==> src/rtl/uart_rx_if.sv <==
// Receiver-side bundle of the UART RX block: serial line in, byte/frame results out.
// The slave modport is the receiver; the master modport is whoever drives the line.
interface uart_rx_if #(
  parameter int MEMORY_LENGTH = 4
);
  logic                         uart_rx;
  logic [7:0]                   rx_byte;
  logic                         byte_valid;
  logic [MEMORY_LENGTH*8-1:0]   dataReceived;
  logic                         frame_done;
  logic                         framing_error;

  modport master (
    output uart_rx,
    input  rx_byte,
    input  byte_valid,
    input  dataReceived,
    input  frame_done,
    input  framing_error
  );

  modport slave (
    input  uart_rx,
    output rx_byte,
    output byte_valid,
    output dataReceived,
    output frame_done,
    output framing_error
  );
endinterface

==> src/rtl/uart_rx.sv <==
// 8N1 UART receiver with mid-bit sampling, break/framing handling and assembly of
// MEMORY_LENGTH consecutive bytes into one wide word.
module uart_rx #(
  parameter int DELAY_FRAMES  = 234,
  parameter int MEMORY_LENGTH = 4
) (
  input  logic       clk,
  input  logic       rst,
  uart_rx_if.slave   bus
);

  localparam int CW      = (DELAY_FRAMES > 1) ? $clog2(DELAY_FRAMES) : 1;
  localparam int BIW     = (MEMORY_LENGTH > 1) ? $clog2(MEMORY_LENGTH) : 1;
  localparam int HALF_M1 = (DELAY_FRAMES / 2 > 0) ? (DELAY_FRAMES / 2 - 1) : 0;
  localparam int FULL_M1 = (DELAY_FRAMES > 0) ? (DELAY_FRAMES - 1) : 0;

  localparam logic [CW-1:0]  CNT_HALF = CW'(HALF_M1);
  localparam logic [CW-1:0]  CNT_FULL = CW'(FULL_M1);
  localparam logic [BIW-1:0] IDX_LAST = BIW'(MEMORY_LENGTH - 1);

  typedef enum logic [2:0] {
    ST_IDLE      = 3'd0,
    ST_START     = 3'd1,
    ST_DATA      = 3'd2,
    ST_STOP      = 3'd3,
    ST_WAIT_IDLE = 3'd4
  } state_t;

  logic                       sync1_q;
  logic                       rx_s_q;

  state_t                     state_q,         state_d;
  logic [CW-1:0]              cnt_q,           cnt_d;
  logic [2:0]                 bit_idx_q,       bit_idx_d;
  logic [7:0]                 shift_q,         shift_d;
  logic [BIW-1:0]             byte_idx_q,      byte_idx_d;
  logic [7:0]                 rx_byte_q,       rx_byte_d;
  logic [MEMORY_LENGTH*8-1:0] data_q,          data_d;
  logic                       byte_valid_q,    byte_valid_d;
  logic                       frame_done_q,    frame_done_d;
  logic                       framing_error_q, framing_error_d;

  // Two-flop synchronizer; resets to the idle (high) line level
  always_ff @(posedge clk) begin
    if (rst) begin
      sync1_q <= 1'b1;
      rx_s_q  <= 1'b1;
    end else begin
      sync1_q <= bus.uart_rx;
      rx_s_q  <= sync1_q;
    end
  end

  always_comb begin
    state_d         = state_q;
    cnt_d           = cnt_q;
    bit_idx_d       = bit_idx_q;
    shift_d         = shift_q;
    byte_idx_d      = byte_idx_q;
    rx_byte_d       = rx_byte_q;
    data_d          = data_q;
    byte_valid_d    = 1'b0;
    frame_done_d    = 1'b0;
    framing_error_d = 1'b0;

    case (state_q)
      ST_IDLE: begin
        cnt_d = '0;
        if (!rx_s_q) begin
          state_d = ST_START;
        end else begin
          state_d = ST_IDLE;
        end
      end

      ST_START: begin
        if (cnt_q == CNT_HALF) begin
          cnt_d = '0;
          // A start bit that is high again at its midpoint was noise
          if (!rx_s_q) begin
            state_d   = ST_DATA;
            bit_idx_d = 3'd0;
          end else begin
            state_d = ST_IDLE;
          end
        end else begin
          cnt_d = cnt_q + CW'(1);
        end
      end

      ST_DATA: begin
        if (cnt_q == CNT_FULL) begin
          cnt_d            = '0;
          shift_d[bit_idx_q] = rx_s_q;
          if (bit_idx_q == 3'd7) begin
            state_d   = ST_STOP;
            bit_idx_d = 3'd0;
          end else begin
            bit_idx_d = bit_idx_q + 3'd1;
          end
        end else begin
          cnt_d = cnt_q + CW'(1);
        end
      end

      ST_STOP: begin
        if (cnt_q == CNT_FULL) begin
          cnt_d = '0;
          if (rx_s_q) begin
            state_d      = ST_IDLE;
            rx_byte_d    = shift_q;
            byte_valid_d = 1'b1;
            for (int k = 0; k < MEMORY_LENGTH; k++) begin
              if (byte_idx_q == BIW'(k)) begin
                data_d[8*k +: 8] = shift_q;
              end else begin
                data_d[8*k +: 8] = data_q[8*k +: 8];
              end
            end
            if (byte_idx_q == IDX_LAST) begin
              frame_done_d = 1'b1;
              byte_idx_d   = '0;
            end else begin
              byte_idx_d = byte_idx_q + BIW'(1);
            end
          end else begin
            // Bad stop bit: drop the byte and wait out any break condition
            state_d         = ST_WAIT_IDLE;
            framing_error_d = 1'b1;
          end
        end else begin
          cnt_d = cnt_q + CW'(1);
        end
      end

      ST_WAIT_IDLE: begin
        cnt_d = '0;
        if (rx_s_q) begin
          state_d = ST_IDLE;
        end else begin
          state_d = ST_WAIT_IDLE;
        end
      end

      default: begin
        state_d = ST_IDLE;
        cnt_d   = '0;
      end
    endcase
  end

  // Receiver state and registered outputs
  always_ff @(posedge clk) begin
    if (rst) begin
      state_q         <= ST_IDLE;
      cnt_q           <= '0;
      bit_idx_q       <= 3'd0;
      shift_q         <= 8'h00;
      byte_idx_q      <= '0;
      rx_byte_q       <= 8'h00;
      data_q          <= '0;
      byte_valid_q    <= 1'b0;
      frame_done_q    <= 1'b0;
      framing_error_q <= 1'b0;
    end else begin
      state_q         <= state_d;
      cnt_q           <= cnt_d;
      bit_idx_q       <= bit_idx_d;
      shift_q         <= shift_d;
      byte_idx_q      <= byte_idx_d;
      rx_byte_q       <= rx_byte_d;
      data_q          <= data_d;
      byte_valid_q    <= byte_valid_d;
      frame_done_q    <= frame_done_d;
      framing_error_q <= framing_error_d;
    end
  end

  assign bus.rx_byte       = rx_byte_q;
  assign bus.byte_valid    = byte_valid_q;
  assign bus.dataReceived  = data_q;
  assign bus.frame_done    = frame_done_q;
  assign bus.framing_error = framing_error_q;

endmodule

==> src/flat_wrapper.sv <==
// flat-port wrapper written by rule: the top's interface ports become plain ports
module uart_rx_flat 
#(
  parameter int DELAY_FRAMES  = 234,
  parameter int MEMORY_LENGTH = 4
)
  (clk, rst, bus_uart_rx, bus_rx_byte, bus_byte_valid, bus_dataReceived, bus_frame_done, bus_framing_error);
  uart_rx_if #(.MEMORY_LENGTH(MEMORY_LENGTH)) bus_i ();
  input  logic clk;
  input  logic rst;
  input wire logic [$bits(bus_i.uart_rx)-1:0] bus_uart_rx;
  output wire logic [$bits(bus_i.rx_byte)-1:0] bus_rx_byte;
  output wire logic [$bits(bus_i.byte_valid)-1:0] bus_byte_valid;
  output wire logic [$bits(bus_i.dataReceived)-1:0] bus_dataReceived;
  output wire logic [$bits(bus_i.frame_done)-1:0] bus_frame_done;
  output wire logic [$bits(bus_i.framing_error)-1:0] bus_framing_error;
  assign bus_i.uart_rx = bus_uart_rx;
  assign bus_rx_byte = bus_i.rx_byte;
  assign bus_byte_valid = bus_i.byte_valid;
  assign bus_dataReceived = bus_i.dataReceived;
  assign bus_frame_done = bus_i.frame_done;
  assign bus_framing_error = bus_i.framing_error;
  uart_rx #(.DELAY_FRAMES(DELAY_FRAMES), .MEMORY_LENGTH(MEMORY_LENGTH)) u_core (.clk(clk), .rst(rst), .bus(bus_i));
endmodule
==> config.mk <==
export PLATFORM = sky130hd
export DESIGN_NAME = uart_rx_flat
export DESIGN_NICKNAME = d
export VERILOG_FILES = /design/src/rtl/uart_rx_if.sv /design/src/rtl/uart_rx.sv /design/src/flat_wrapper.sv
export SDC_FILE = /design/constraint.sdc
export NUM_CORES = 1
export LEC_CHECK = 0
export ABC_AREA = 1
export BUFFER_PORTS_ARGS = -buffer_cell sky130_fd_sc_hd__buf_2
export CORE_ASPECT_RATIO = 0.75
export CORE_MARGIN = 2
export CORE_UTILIZATION = 51
export CTS_CLUSTER_DIAMETER = 100
export DETAILED_ROUTE_END_ITERATION = 6
export MAX_ROUTING_LAYER = met4
export PLACE_DENSITY = 0.73
export SLEW_MARGIN = 15
export SYNTH_ARGS = -nofsm -noshare
export SYNTH_HDL_FRONTEND = slang
export SYNTH_SLANG_ARGS = --single-unit
export TNS_END_PERCENT = 5
==> constraint.sdc <==
create_clock -name clk -period 4 [get_ports clk]
set_input_delay 0 -clock clk [delete_from_list [all_inputs] [get_ports clk]]
set_output_delay 0 -clock clk [all_outputs]
set_load 0.05 [all_outputs]
==> out/qor.txt, run 1 <==
run status -> finished clean
detail-routed via count per cell -> 5.32
count of distinct cell types in the synthesized netlist -> 25
number of inserted filler cells in the final layout -> 539
Initial Utilization -> 52.3%
crit path kind -> register to register
part of the cycle the worst path needs -> 55.9%
end of the worst register-to-register path -> u_core.bus.dataReceived[28]
Max stage delay cell, worst path -> nor2_4
initial antenna violation count -> 0
depth of the CTS H-tree -> 3
average wire length per cell after detail routing -> 13.3 um
Seq. cell area -> 1380 um2
estimated wirelength of the detail-placed design -> 4.45 mm
count of final hold-check violations -> 0
Synth Net Count -> 395
Max Freq -> 448 MHz
Post-Synth Simple-Gate Area -> 32.5%
number of warnings reported in the yosys synthesis log -> 0
# resized after CTS -> 0
die height -> 70.6 um
RD Place Congestion -> 0.844
share of flip-flops with an asynchronous set or reset -> 0%
most used standard cell by instance count after synthesis -> nand2_1
most crowded layer after global routing -> met1
main combinational cell family by area after synthesis -> simple AND/OR/NAND/NOR gates
post-CTS setup buffer count -> 0
top-area cell type share of the netlist area -> 45.8%
number of flops mapped to enable cells by yosys -> 0
number of nets with antenna violations after routing -> 0
number of setup violations in the final report -> 0
Worst Hold Endpoint -> u_core.bus.byte_valid
Clock Path Buffers -> 2
router iterations before antenna repair -> 4
ant diodes -> 0
register bit count reported by yosys -> 69
Worst Setup Start Kind -> register
clock insertion delay at the later pin of the skew report -> 0.34 ns
final setup skew -> 0.00690 ns
worst reg-to-reg setup slack -> 1.77 ns
Main synth FF type -> dfxtp_1
met2 layer usage reported by global route -> 30.4%
worst setup timing slack at the placement stage -> 1.85 ns
category of cells accounting for the largest share of critical-path delay -> simple AND/OR/NAND/NOR gates
setup repair after global routing missed its margin -> false
power density of the placed cells -> 375 nW/um2
Routed Wire Length -> 6.71 mm
Cells on Worst Hold Path -> 2
path depth of the worst reg2reg path -> 7
Max IR drop VDD -> 0.000236 V
total vias in the final route -> 2,680
first-pass GRT wire length -> 11.3 mm
post-synthesis average cell area -> 7.88 um2
sum of overflow across all layers after global routing -> 0
row count -> 24
via count of the first global-routing pass -> 2,441
Global Route met3 Usage -> 7.67%
total routing usage reported by global routing -> 22.5%
utilization after layout -> 59.7%
time the final worst path needs with I/O delays and setup -> 2.23 ns
Crit path largest cell delay -> 0.63 ns
TritonCTS buffer count -> 9
Horiz. Die Dim -> 92.8 um
complex-gate fraction of the synthesized area -> 9.54%
largest net degree at the start of global routing -> 62
top post-synthesis cells by area -> dfxtp_1 (46%), nand4_1 (11%), nand2_1 (9.2%)
slew at the pin with the worst max-slew slack -> 1.09 ns
maximum fanout count along the critical path -> 40
fraction of met1 tracks used by global routing -> 31.9%
leakage -> 0.00129 uW
Post-Route Setup TNS -> 0 ns
area of the die -> 6560 um2
Core ar. -> 5770 um2
count of pins on the block boundary -> 46
count of unresolved DRC violations after routing -> 0
worst relative slew slack -> 27.6%
xor and xnor area share after synthesis -> 1.74%
cell taking the most area after synthesis -> dfxtp_1
Tightest Hold Check Type -> input pin to register
final worst setup slack -> 1.77 ns
Hold Crit Start -> rst
Port Buf Inserts -> 45
Clk pin slew, worst setup/hold paths -> 0.07 ns
multiplexer share of the synthesized area -> 0%
Setup crit start -> u_core.cnt_q[1]
share of the yosys chip area belonging to registers -> 45.8%
Adder-Cell Fraction of Synth Area -> 3.73%
clock tree from TritonCTS -> yes
combined buffer and inverter count along the critical path -> 1
max-slew violations -> 0
layout overhead on the synthesized area -> 14.1%
number of cells on the critical path -> 7
critical path, cell by cell -> inv_1, ha_1, nand3_2, nor2_4, nand3_1, nand2_1, a21oi_1
Post-Syn Area -> 3020 um2
clk root buf -> clkbuf_8
launch point of the worst reg-to-reg path -> u_core.cnt_q[1]
Post-synth top cells -> nand2_1 (74), dfxtp_1 (69), a21oi_1 (52)
share of layout cells above drive strength 1 -> 17.8%
number of nets at the end of the flow -> 433
max-cap violation count -> 0
Critical Path AT -> 2.40 ns
worst hold slack -> 0.328 ns
number of clock sinks -> 69
Syn Inst Count -> 383
type of element capturing the critical path -> register
worst endpoint required time -> 4.17 ns
First DRT Iteration DRCs -> 225
multi-input logic area -> 1430 um2
## worst max-delay path by stage
stage | endpoint | slack [ns]
2_1_floorplan | u_core.state_q[2] | 2.56
3_3_place_gp | u_core.bus.dataReceived[15] | 1.94
3_5_place_dp | u_core.bus.dataReceived[17] | 1.85
4_1_cts | u_core.bus.dataReceived[28] | 1.79
5_1_grt | u_core.bus.dataReceived[8] | 1.54
6_report | u_core.bus.dataReceived[28] | 1.77
## layout by cell type, fill, tap and decap left out
cell type and n:
nand2_1 74, nand3_1 18, clkinvlp_4 1, dlygate4sd3_1 1
nor2_1 36, clkbuf_8 10, clkbuf_1 2, nand3_2 1
bufinv_16 1, buf_4 2, nor2_4 5, clkinv_2 2
buf_2 45, o21ai_0 4, nand3_4 1, xnor2_1 2
nor3b_2 1, a21oi_1 52, nand2_2 2, inv_1 21
inv_2 2, nor3_1 5, ha_1 9, nor4_1 1
dfxtp_1 69, or2_2 3, nand4_1 51, a211oi_1 1
xor2_1 4
## state kept, by name, indices dropped and copies added (netlist names)
name and count:
u_core.shift_q 8, u_core.bit_idx_q 3, u_core.byte_idx_q 2, u_core.sync1_q 1, u_core.bus.frame_done 1, u_core.bus.rx_byte 8
u_core.bus.framing_error 1, u_core.state_q 3, u_core.cnt_q 8, u_core.bus.dataReceived 32, u_core.rx_s_q 1, u_core.bus.byte_valid 1
## area by class of cell
type / instances / share of cell area [%]
multi-input combinational: 270 / 41.7
inverter: 23 / 2.51
sequential: 69 / 40.1
clock inverter: 4 / 1.38
clock buffer: 12 / 4.22
timing repair buffer: 48 / 7.27
tap: 78 / 2.84
## logic make-up after synthesis
group	after synthesis
xor+xnor	6
compound gates	57
flops	69
buf+inv	44
fa+ha+maj	9
simple gates	198
## repair_timing
item / in CTS / in global routing
hold endpoints to repair: 1 / 0
endpoints found under the setup margin: 0 / 0
hold buffers: 1 / 0
## power by group
| part | total (uW) | internal (uW) | leakage, uW | switching, uW |
|---|---|---|---|---|
| Sequential | 697 | 690 | 0.000556 | 7.81 |
| Combinational | 36.3 | 9.77 | 0.000635 | 26.6 |
| Clock | 557 | 303 | 0.0000964 | 253 |
## metal layers
layer  vias up  share of wire [%]
met1      1225                 50
met2        65                 44
met5         -                  0
li1       1383                  -
met4         0               0.82
met3         7                5.9
## metrics by stage
stage	cells	area [um2]	total power, uW
floorplan	383	3020	742
global placement	487	3240	748
detailed placement	487	3240	749
CTS	504	3440	1300
global route	504	3440	1340
finish	504	3440	1290
Note: power is estimated with default switching activity, not from simulation.
==> run 2, diff against run 1 <==
==> constraint.sdc (replaced) <==
create_clock -name clk -period 2.25 [get_ports clk]
set_input_delay 0 -clock clk [delete_from_list [all_inputs] [get_ports clk]]
set_output_delay 0 -clock clk [all_outputs]
set_load 0.05 [all_outputs]
==> run 2 against run 1 <==
  * Core utilization is 1.1 points higher
  * Fmax is 18% higher
  * Hold slack worse by 0.23 ns
  * Global-route usage is 0.95 points higher
  * Final area is 1.9% higher
  * Clock-buffer cell count is 2 lower
  * Non-clock buffer count is 4 higher
  * Critical path type unchanged
  * Critical endpoint is now u_core.bus.dataReceived[23]
==> out/qor.txt, run 2 (synthesis gave the netlist of run 1 again) <==
clock insertion delay at the later pin of the skew report -> 0.35 ns (about the same)
Routed Wire Length -> 6.97 mm (+3.9%)
final setup skew -> 0.0135 ns (+0.00660 ns)
clk root buf -> clkbuf_8
area of the die -> 6560 um2 (unchanged)
ant diodes -> 0 (unchanged)
die height -> 70.6 um (unchanged)
average wire length per cell after detail routing -> 13.7 um (+3.1%)
Crit path largest cell delay -> 0.45 ns (-0.18 ns)
maximum fanout count along the critical path -> 23 (-43%)
detail-routed via count per cell -> 5.50 (+3.4%)
setup repair after global routing missed its margin -> false
power density of the placed cells -> 686 nW/um2 (+83%)
Critical Path AT -> 2.12 ns (-0.28 ns)
Tightest Hold Check Type -> input pin to register
fraction of met1 tracks used by global routing -> 32.0% (+0.11 points)
worst reg-to-reg setup slack -> 0.35 ns (-1.41 ns)
most common cell after layout, fill and taps aside -> nand2_1
post-CTS setup buffer count -> 0 (unchanged)
Port Buf Inserts -> 45 (unchanged)
combined buffer and inverter count along the critical path -> 1 (unchanged)
first-pass GRT wire length -> 11.8 mm (+4.2%)
slew at the pin with the worst max-slew slack -> 0.523 ns (-0.562 ns)
Global Route met3 Usage -> 5.54% (-2.1 points)
met2 layer usage reported by global route -> 33.3% (+2.9 points)
type of element capturing the critical path -> register
max-cap violation count -> 0 (unchanged)
Core ar. -> 5770 um2 (unchanged)
Worst Setup Start Kind -> register
First DRT Iteration DRCs -> 162 (-28%)
Max Freq -> 527 MHz (+18%)
crit path capture -> u_core.bus.dataReceived[23]
layout overhead on the synthesized area -> 16.2%
end of the worst register-to-register path -> u_core.bus.dataReceived[23]
number of inserted filler cells in the final layout -> 561 (+4.1%)
path depth of the worst reg2reg path -> 7 (unchanged)
count of final hold-check violations -> 0 (unchanged)
estimated wirelength of the detail-placed design -> 4.69 mm (+5.5%)
run status -> finished clean
crit path kind -> register to register
router iterations before antenna repair -> 4 (unchanged)
worst endpoint required time -> 2.47 ns (-1.70 ns)
Post-Route Setup TNS -> 0 ns (unchanged)
sum of overflow across all layers after global routing -> 0 (unchanged)
category of cells accounting for the largest share of critical-path delay -> simple AND/OR/NAND/NOR gates
number of flip-flops under the largest register name -> 32 (unchanged)
largest net degree at the start of global routing -> 58 (-6.5%)
Setup crit start -> u_core.cnt_q[1]
Initial Utilization -> 52.3% (unchanged)
total chip power -> 2400 uW (+86%)
share of layout cells above drive strength 1 -> 18.8% (+1.0 points)
via count of the first global-routing pass -> 2,530 (+3.6%)
RD Place Congestion -> 0.880 (+4.3%)
count of pins on the block boundary -> 46 (unchanged)
Max stage delay cell, worst path -> nor2_4
launch point of the worst reg-to-reg path -> u_core.cnt_q[1]
depth of the CTS H-tree -> 3 (unchanged)
critical path, cell by cell -> inv_1, ha_1, nand3_2, nor2_4, nand3_1, nand2_1, a21oi_1
TritonCTS buffer count -> 9 (unchanged)
initial antenna violation count -> 0 (unchanged)
number of nets at the end of the flow -> 437 (+0.92%)
most frequent cells in the layout -> nand2_1 (74), dfxtp_1 (69), a21oi_1 (52)
number of nets with antenna violations after routing -> 0 (unchanged)
total routing usage reported by global routing -> 23.4% (+0.95 points)
Horiz. Die Dim -> 92.8 um (unchanged)
row count -> 24 (unchanged)
Cells on Worst Hold Path -> 2 (unchanged)
leakage -> 0.00132 uW (+2.3%)
Max IR drop VDD -> 0.000336 V (+43%)
part of the cycle the worst path needs -> 84.4% (+29 points)
number of setup violations in the final report -> 0 (unchanged)
time the final worst path needs with I/O delays and setup -> 1.90 ns (-0.336 ns)
clock tree from TritonCTS -> yes
Clock Path Buffers -> 2 (unchanged)
number of cells on the critical path -> 7 (unchanged)
worst relative slew slack -> 65.0% (+37 points)
number of clock sinks -> 69 (unchanged)
Clk pin slew, worst setup/hold paths -> 0.07 ns (about the same)
max-slew violations -> 0 (unchanged)
count of unresolved DRC violations after routing -> 0 (unchanged)
most crowded layer after global routing -> met2
total vias in the final route -> 2,792 (+4.2%)
[run 2: cell count changes in the layout (fill, tap and decap cells not counted), sizes merged]
cell / delta
clkinv: -1
bufinv: +1
clkinvlp: +2
clkbuf: -2
buf: +4
[run 2: worst min path at each step]
stage / startpoint / endpoint / slack, ns
2_1_floorplan: bus_uart_rx / u_core.sync1_q / 0.10
3_3_place_gp: bus_uart_rx / u_core.sync1_q / 0.18
3_5_place_dp: bus_uart_rx / u_core.sync1_q / 0.19
4_1_cts: rst / u_core.bus.byte_valid / 0.09
5_1_grt: rst / u_core.bus.dataReceived[7] / 0.13
6_report: rst / u_core.bus.byte_valid / 0.1
[run 2: per-stage QoR]
stage | hold WS [ns] | cells | setup WS [ns] | cell area [um2] | utilization (%)
after floorplan | 0.104 | 383 | 0.811 | 3020 | -
after global placement | 0.185 | 491 | 0.465 | 3280 | 56.9
after detailed placement | 0.188 | 491 | 0.373 | 3280 | 56.9
after CTS | 0.0899 | 508 | 0.363 | 3510 | 60.8
after global routing | 0.131 | 508 | 0.173 | 3510 | 60.8
final | 0.0968 | 508 | 0.352 | 3510 | 60.8
[run 2: report_power, final]
group	total (uW)	internal, uW	switching [uW]	leakage, uW
registers	1230	1230	7.78	0.000556
logic	75.7	20.2	55.5	0.000663
clock network	1100	622	473	0.0000985
total	2400	1870	537	0.00132
[run 2: layer usage]
layer  routed length [um]  part of all wire (%)
met5                    0                     0
met4                  150                   2.2
met3                  509                   7.3
met2                 2940                    42
met1                 3370                    48
[run 2: timing repair]
item                                    4_1_cts  5_1_grt
hold buffers                                  1        0
endpoints found under the hold margin         1        0
resized for setup                             0        0
endpoints found under the setup margin        0        0
[run 2: area by class of cell]
class | count | area (um2) | share of cell area [%]
clock buffer | 10 | 128 | 3.64
clock inverter | 6 | 87.6 | 2.50
inverter | 23 | 86.3 | 2.46
multi-input combinational | 270 | 1430 | 40.9
sequential | 69 | 1380 | 39.4
tap | 78 | 97.6 | 2.78
timing repair buffer | 52 | 293 | 8.35
